==> src/rtl/uart_pkg.sv <==
// Shared UART definitions: FSM states and default frame geometry for the receiver,
// transmitter and FIFO.
package uart_pkg;

  localparam int unsigned DefaultDataBits   = 8;
  localparam int unsigned DefaultOversample = 16;

  typedef enum logic [2:0] {
    StIdle,
    StStart,
    StData,
    StParity,
    StStop,
    StBreak
  } uart_state_e;

  function automatic logic maj3(input logic [2:0] v);
    return (v[0] & v[1]) | (v[0] & v[2]) | (v[1] & v[2]);
  endfunction

endpackage

==> src/rtl/uart_baud_tick.sv <==
// Oversample tick generator: a one-cycle o_tick every CLK_DIV cycles while enabled.
// Held at zero when disabled; i_restart realigns it so the next tick is CLK_DIV cycles away.
module uart_baud_tick #(
  parameter int unsigned CLK_DIV = 4
) (
  input  logic i_clk,
  input  logic i_rst,
  input  logic i_en,
  input  logic i_restart,
  output logic o_tick
);

  localparam int unsigned CntW = (CLK_DIV > 1) ? $clog2(CLK_DIV) : 1;
  localparam logic [CntW-1:0] CntLast = CntW'(CLK_DIV - 1);

  logic [CntW-1:0] r_cnt;
  logic [CntW-1:0] w_cnt_d;

  always_comb begin
    w_cnt_d = r_cnt;
    if (!i_en || i_restart) begin
      w_cnt_d = '0;
    end else if (r_cnt == CntLast) begin
      w_cnt_d = '0;
    end else begin
      w_cnt_d = r_cnt + CntW'(1);
    end
  end

  always_ff @(posedge i_clk or posedge i_rst) begin
    if (i_rst) begin
      r_cnt <= '0;
    end else begin
      r_cnt <= w_cnt_d;
    end
  end

  assign o_tick = i_en && !i_restart && (r_cnt == CntLast);

endmodule

==> src/rtl/uart_rx_deserializer.sv <==
// UART receiver: synchronises Rx_In, majority-votes three mid-bit samples, checks stop bit
// and optional parity (compiled in with `define UART_RX_PARITY_EN).
module uart_rx_deserializer
  import uart_pkg::*;
#(
  parameter int unsigned DATA_BITS  = DefaultDataBits,
  parameter int unsigned OVERSAMPLE = DefaultOversample,
  parameter int unsigned CLK_DIV    = 4,
  parameter int unsigned PARITY_ODD = 0
) (
  input  logic                 Clk,
  input  logic                 Rst,
  input  logic                 Rx_In,
  output logic [DATA_BITS-1:0] Rx_Data,
  output logic                 Data_Rdy,
  output logic                 Framing_Error,
  output logic                 Parity_Error,
  output logic                 Rx_Busy
);

  localparam int unsigned PhW  = $clog2(OVERSAMPLE);
  localparam int unsigned BitW = $clog2(DATA_BITS + 1);

  // Tick k starts on divider pulse k; the pulse ending tick k-1 therefore samples tick k.
  localparam logic [PhW-1:0] PhSample0 = PhW'(OVERSAMPLE / 2 - 2);
  localparam logic [PhW-1:0] PhSample1 = PhW'(OVERSAMPLE / 2 - 1);
  localparam logic [PhW-1:0] PhSample2 = PhW'(OVERSAMPLE / 2);
  localparam logic [PhW-1:0] PhDecide  = PhW'(OVERSAMPLE / 2 + 1);
  localparam logic [PhW-1:0] PhLast    = PhW'(OVERSAMPLE - 1);
  localparam logic [BitW-1:0] BitLast  = BitW'(DATA_BITS - 1);

`ifdef UART_RX_PARITY_EN
  localparam logic ParityEn = 1'b1;
`else
  localparam logic ParityEn = 1'b0;
`endif

  logic [1:0]           r_sync;
  logic                 r_rx_prev;
  logic                 w_rx_s;
  logic                 w_start_edge;
  logic                 w_tick;
  logic                 w_tick_en;

  uart_state_e          r_state,   w_state_d;
  logic [PhW-1:0]       r_phase,   w_phase_d;
  logic [2:0]           r_votes,   w_votes_d;
  logic [BitW-1:0]      r_bit_idx, w_bit_idx_d;
  logic [DATA_BITS-1:0] r_shift,   w_shift_d;
  logic                 r_par_acc, w_par_acc_d;
  logic [DATA_BITS-1:0] r_data,    w_data_d;
  logic                 r_rdy,     w_rdy_d;
  logic                 r_ferr,    w_ferr_d;
  logic                 r_perr,    w_perr_d;

  logic                 w_vote;
  logic                 w_sample;
  logic                 w_decide;
  logic                 w_bit_end;
  logic                 w_par_bad;

  always_ff @(posedge Clk or posedge Rst) begin
    if (Rst) begin
      r_sync    <= 2'b11;
      r_rx_prev <= 1'b1;
    end else begin
      r_sync    <= {r_sync[0], Rx_In};
      r_rx_prev <= w_rx_s;
    end
  end

  assign w_rx_s       = r_sync[1];
  assign w_start_edge = (r_state == StIdle) && r_rx_prev && !w_rx_s;
  assign w_tick_en    = (r_state != StIdle);

  uart_baud_tick #(
    .CLK_DIV(CLK_DIV)
  ) u_baud_tick (
    .i_clk    (Clk),
    .i_rst    (Rst),
    .i_en     (w_tick_en),
    .i_restart(w_start_edge),
    .o_tick   (w_tick)
  );

  assign w_vote    = maj3(r_votes);
  assign w_sample  = w_tick && ((r_phase == PhSample0) || (r_phase == PhSample1) ||
                                (r_phase == PhSample2));
  assign w_decide  = w_tick && (r_phase == PhDecide);
  assign w_bit_end = w_tick && (r_phase == PhLast);
  // Accumulator starts at the odd/even seed, so after data and parity bit it is 1 on mismatch.
  assign w_par_bad = ParityEn & r_par_acc;

  always_comb begin
    w_state_d   = r_state;
    w_phase_d   = r_phase;
    w_votes_d   = r_votes;
    w_bit_idx_d = r_bit_idx;
    w_shift_d   = r_shift;
    w_par_acc_d = r_par_acc;
    w_data_d    = r_data;
    w_rdy_d     = 1'b0;
    w_ferr_d    = 1'b0;
    w_perr_d    = 1'b0;

    if (w_tick) begin
      w_phase_d = (r_phase == PhLast) ? '0 : r_phase + PhW'(1);
    end
    if (w_sample) begin
      w_votes_d = {r_votes[1:0], w_rx_s};
    end

    unique case (r_state)
      StIdle: begin
        w_phase_d   = '0;
        w_bit_idx_d = '0;
        w_par_acc_d = (PARITY_ODD != 0);
        if (w_start_edge) begin
          w_state_d = StStart;
        end
      end
      StStart: begin
        if (w_decide && w_vote) begin
          w_state_d = StIdle;
        end else if (w_bit_end) begin
          w_state_d = StData;
        end
      end
      StData: begin
        if (w_decide) begin
          w_shift_d   = {w_vote, r_shift[DATA_BITS-1:1]};
          w_par_acc_d = r_par_acc ^ w_vote;
        end
        if (w_bit_end) begin
          if (r_bit_idx == BitLast) begin
            w_bit_idx_d = '0;
            w_state_d   = ParityEn ? StParity : StStop;
          end else begin
            w_bit_idx_d = r_bit_idx + BitW'(1);
          end
        end
      end
      StParity: begin
        if (w_decide) begin
          w_par_acc_d = r_par_acc ^ w_vote;
        end
        if (w_bit_end) begin
          w_state_d = StStop;
        end
      end
      StStop: begin
        // Leaving at mid-stop leaves half a bit to catch a back-to-back start edge.
        if (w_decide) begin
          if (!w_vote) begin
            w_ferr_d  = 1'b1;
            w_state_d = StBreak;
          end else if (w_par_bad) begin
            w_perr_d  = 1'b1;
            w_state_d = StIdle;
          end else begin
            w_rdy_d   = 1'b1;
            w_data_d  = r_shift;
            w_state_d = StIdle;
          end
        end
      end
      StBreak: begin
        if (w_rx_s) begin
          w_state_d = StIdle;
        end
      end
      default: w_state_d = StIdle;
    endcase
  end

  always_ff @(posedge Clk or posedge Rst) begin
    if (Rst) begin
      r_state   <= StIdle;
      r_phase   <= '0;
      r_votes   <= '0;
      r_bit_idx <= '0;
      r_shift   <= '0;
      r_par_acc <= 1'b0;
      r_data    <= '0;
      r_rdy     <= 1'b0;
      r_ferr    <= 1'b0;
      r_perr    <= 1'b0;
    end else begin
      r_state   <= w_state_d;
      r_phase   <= w_phase_d;
      r_votes   <= w_votes_d;
      r_bit_idx <= w_bit_idx_d;
      r_shift   <= w_shift_d;
      r_par_acc <= w_par_acc_d;
      r_data    <= w_data_d;
      r_rdy     <= w_rdy_d;
      r_ferr    <= w_ferr_d;
      r_perr    <= w_perr_d;
    end
  end

  assign Rx_Data       = r_data;
  assign Data_Rdy      = r_rdy;
  assign Framing_Error = r_ferr;
  assign Parity_Error  = r_perr;
  assign Rx_Busy       = (r_state != StIdle);

endmodule

==> config.mk <==
export PLATFORM = sky130hd
export DESIGN_NAME = uart_rx_deserializer
export DESIGN_NICKNAME = d
export VERILOG_FILES = /design/src/rtl/uart_pkg.sv /design/src/rtl/uart_baud_tick.sv /design/src/rtl/uart_rx_deserializer.sv
export SDC_FILE = /design/constraint.sdc
export NUM_CORES = 1
export LEC_CHECK = 0
export CORE_AREA = 3 3 68 70
export CTS_CLUSTER_DIAMETER = 100
export DETAILED_ROUTE_END_ITERATION = 8
export DIE_AREA = 0 0 71 73
export PLACE_DENSITY = 0.65
export SLEW_MARGIN = 10
export SYNTH_ARGS = -nofsm -noshare
export SYNTH_HDL_FRONTEND = slang
export SYNTH_SLANG_ARGS = --single-unit
==> constraint.sdc <==
create_clock -name Clk -period 2 [get_ports Clk]
set_input_delay 0.6 -clock Clk [delete_from_list [all_inputs] [get_ports Clk]]
set_output_delay 0.6 -clock Clk [all_outputs]
set_load 0.03 [all_outputs]
==> metrics.md <==
| Metric | Value |
|---|---|
| Status | finished, final reports clean |
| Yosys cell types | 41 |
| Mapped Avg Cell Area | 12.3 µm² |
| Initial antenna violation count | 0 |
| Hold Crit Class | register to register |
| Die footprint | 5180 µm² |
| Reg power frac | 45.1% |
| Final period util | 95.2% |
| Worst skew pair latency | 0.28 ns |
| Final RePlAce weighted congestion | 0.772 |
| Setup bufs post-CTS | 0 |
| Share of cells above drive strength 1 | 29.3% |
| Die Y | 73 µm |
| Most common flop cell mapped by yosys | dfrtp_1 |
| Required @ worst endpoint | 1.40 ns |
| Gr usage total | 12.6% |
| TritonCTS clock tree | yes |
| Largest net degree at the start of global routing | 38 |
| Total core area | 4030 µm² |
| Diode count | 0 |
| Via/cell ratio | 5.00 |
| Minimum clock period after layout | 1.90 ns |
| YS warnings | 0 |
| Seq/Total Area, Yosys | 53.4% |
| Post-CTS resize count | 1 |
| Pins over their slew limit | 0 |
| Top achievable clock speed | 525 MHz |
| Clock power share | 32.3% |
| Gr ovfl total | 0 |
| Max Root-Sink Buffers | 2 |
| Buf/Inv on CP | 1 |
| Kind of critical path | register to output port |
| Synth Instances | 142 |
| Slowest-stage cell, CP | clkdlybuf4s50_1 |
| Crit end category | output port |
| Total clock sinks | 37 |
| Post-Syn Area | 1740 µm² |
| Starting density of the core | 43.2% |
| Htree depth | 2 |
| Iter 0 DRT Violations | 58 |
| Synthesized flop and latch total | 37 |
| Final Core Density | 51.3% |
| P_leak | 0.957 nW |
| Met1 usage | 16.7% |
| CP max FO | 2 |
| Fill cells | 366 |
| Number of flops mapped to enable cells by yosys | 0 |
| DRC violations left | 0 |
| Peak supply drop | 0.604 mV |
| DR vias | 1070 |
| Slowest Stage Delay on Critical Path | 0.67 ns |
| GRT busiest layer | met2 |
| Pwr dens | 994 nW/µm² |
| Commonest non-fill, non-tap cells in the layout | dfrtp_1, mux2_2, clkdlybuf4s50_1 |
| Initial DRT Pass Iterations | 4 |
| Most common cell after layout, fill and taps aside | dfrtp_1 |
| Comb pwr share | 22.6% |
| Final hold violations | 0 |
| Worst Clk Skew | 0.00529 ns |
| TritonCTS Buffers | 5 |
| Ports | 15 |
| Critical path startpoint category | register |
| Vias in the first global route | 1132 |
| Layout Nets | 172 |
| Post-Syn Nets | 151 |
| Clock Pin Slew Worst Setup and Hold Paths | 0.07 ns |
| Switching share of power | 29.0% |
| Chip width | 71 µm |
| Crit-path cells | clkdlybuf4s50_1 |
| Met3 GRT Util | 4.13% |
| Final HPWL DP | 2050 µm |
| Share of the synthesized area in the top cell type | 48.9% |
| RSZ-0062 raised after global routing | false |
| Total negative slack | 0 ns |
| Max cap viols | 0 |
| Biggest area consumer among synthesized cells | dfrtp_1 |
| WL final | 2840 µm |
| Ranking of synthesized cells by area | dfrtp_1, mux2_2, dfstp_2 |
| Footprint of the multi-input gates | 741 µm² |
| Worst path top cell family by delay | buffers and inverters |
| Asr flop ratio synth | 100% |
| Grt met2 use | 19.5% |
| Switch Pwr | 0.000594 W |
| Routed WL per cell | 13.3 µm |
| Final Setup Violations | 0 |
| CP arrival | 1.30 ns |
| Antenna Violating Nets Remaining | 0 |
| Row Count | 23 |
| I/O Buffers | 13 |
| Layout area overhead | 18.7% |
| Int Power | 0.00146 W |
| Total Power | 0.00205 W |
| First-pass GRT wire length | 5110 µm |
| CTS root buf | clkbuf_8 |
| Post-CTS Hold Fix Bufs | 0 |
| Sequential cell area | 930 µm² |
## worst paths after layout
path                            depth (start not counted)         end        from  slack (ns)
worst max-delay path                                    1  Rx_Data[0]  Rx_Data[0]         0.1
worst min-delay path                                    0   r_sync[1]   r_sync[0]        0.36
worst max register to register                          5  r_shift[6]  r_phase[1]        0.30
worst min register to register                          0   r_sync[1]   r_sync[0]        0.36
max in group asynchronous                               3   r_sync[0]         Rst        1.08
min in group asynchronous                               3  r_shift[0]         Rst        0.66
## flip-flops by register name, summed over array words and instances (netlist names)
| signal | cells |
|---|---|
| Data_Rdy | 1 |
| Framing_Error | 1 |
| Rx_Data | 8 |
| r_bit_idx | 4 |
| r_phase | 4 |
| r_rx_prev | 1 |
| r_shift | 8 |
| r_state | 3 |
| r_sync | 2 |
| r_votes | 3 |
| u_baud_tick.r_cnt | 2 |
## logic make-up (layout without fill, tap and decap cells)
group           after synthesis  in the layout  synth area share [%]
simple gates                 43             43                  15.7
flops                        37             37                  53.4
mux                          23             23                  14.7
compound gates               18             18                  6.54
buf+inv                      12             34                  4.03
fa+ha+maj                     7              7                  4.89
other cells                   1              1                 0.215
xor+xnor                      1              1                 0.503
## cell usage after synthesis, drive strengths merged (2+ instances only)
master / n
buf: 6
nand2: 11
mux2: 20
nor2b: 3
nor2: 6
a21oi: 3
nand3: 6
nor3: 4
dfrtp: 34
ha: 6
mux2i: 3
inv: 6
nand2b: 3
dfstp: 3
nor3b: 2
and3: 2
o21ai: 8
## power groups by stage
stage	Combinational (W)	Sequential [W]	Clock [W]
2_1_floorplan	0.000362	0.000916	0
3_3_place_gp	0.000454	0.000929	0
3_5_place_dp	0.000468	0.000939	0
4_1_cts	0.000469	0.000925	0.000680
5_1_grt	0.000524	0.000940	0.000725
6_report	0.000463	0.000925	0.000664
## per-stage QoR
stage / hold WS [ns] / setup slack [ns] / cells / area, µm²
3_5_place_dp: 0.354 / 0.155 / 206 / 1950
6_report: 0.363 / 0.0954 / 214 / 2070
4_1_cts: 0.364 / 0.0667 / 214 / 2070
2_1_floorplan: 0.345 / 0.381 / 142 / 1740
5_1_grt: 0.373 / 0.0323 / 214 / 2070
3_3_place_gp: 0.346 / 0.162 / 206 / 1950
## final cells by class
cell class	count	area share (%)
multi-input combinational	93	35.9
timing repair buffer	20	9.21
sequential	37	45.0
clock buffer	6	4.00
tap	50	3.03
clock inverter	2	1.82
inverter	6	1.09
## per-layer routing
metal	vias up	wire length, µm
met1	508	1330
met5	-	0
met3	6	122
li1	538	-
met4	0	44
met2	18	1340
(Power assumes the default switching activity.)
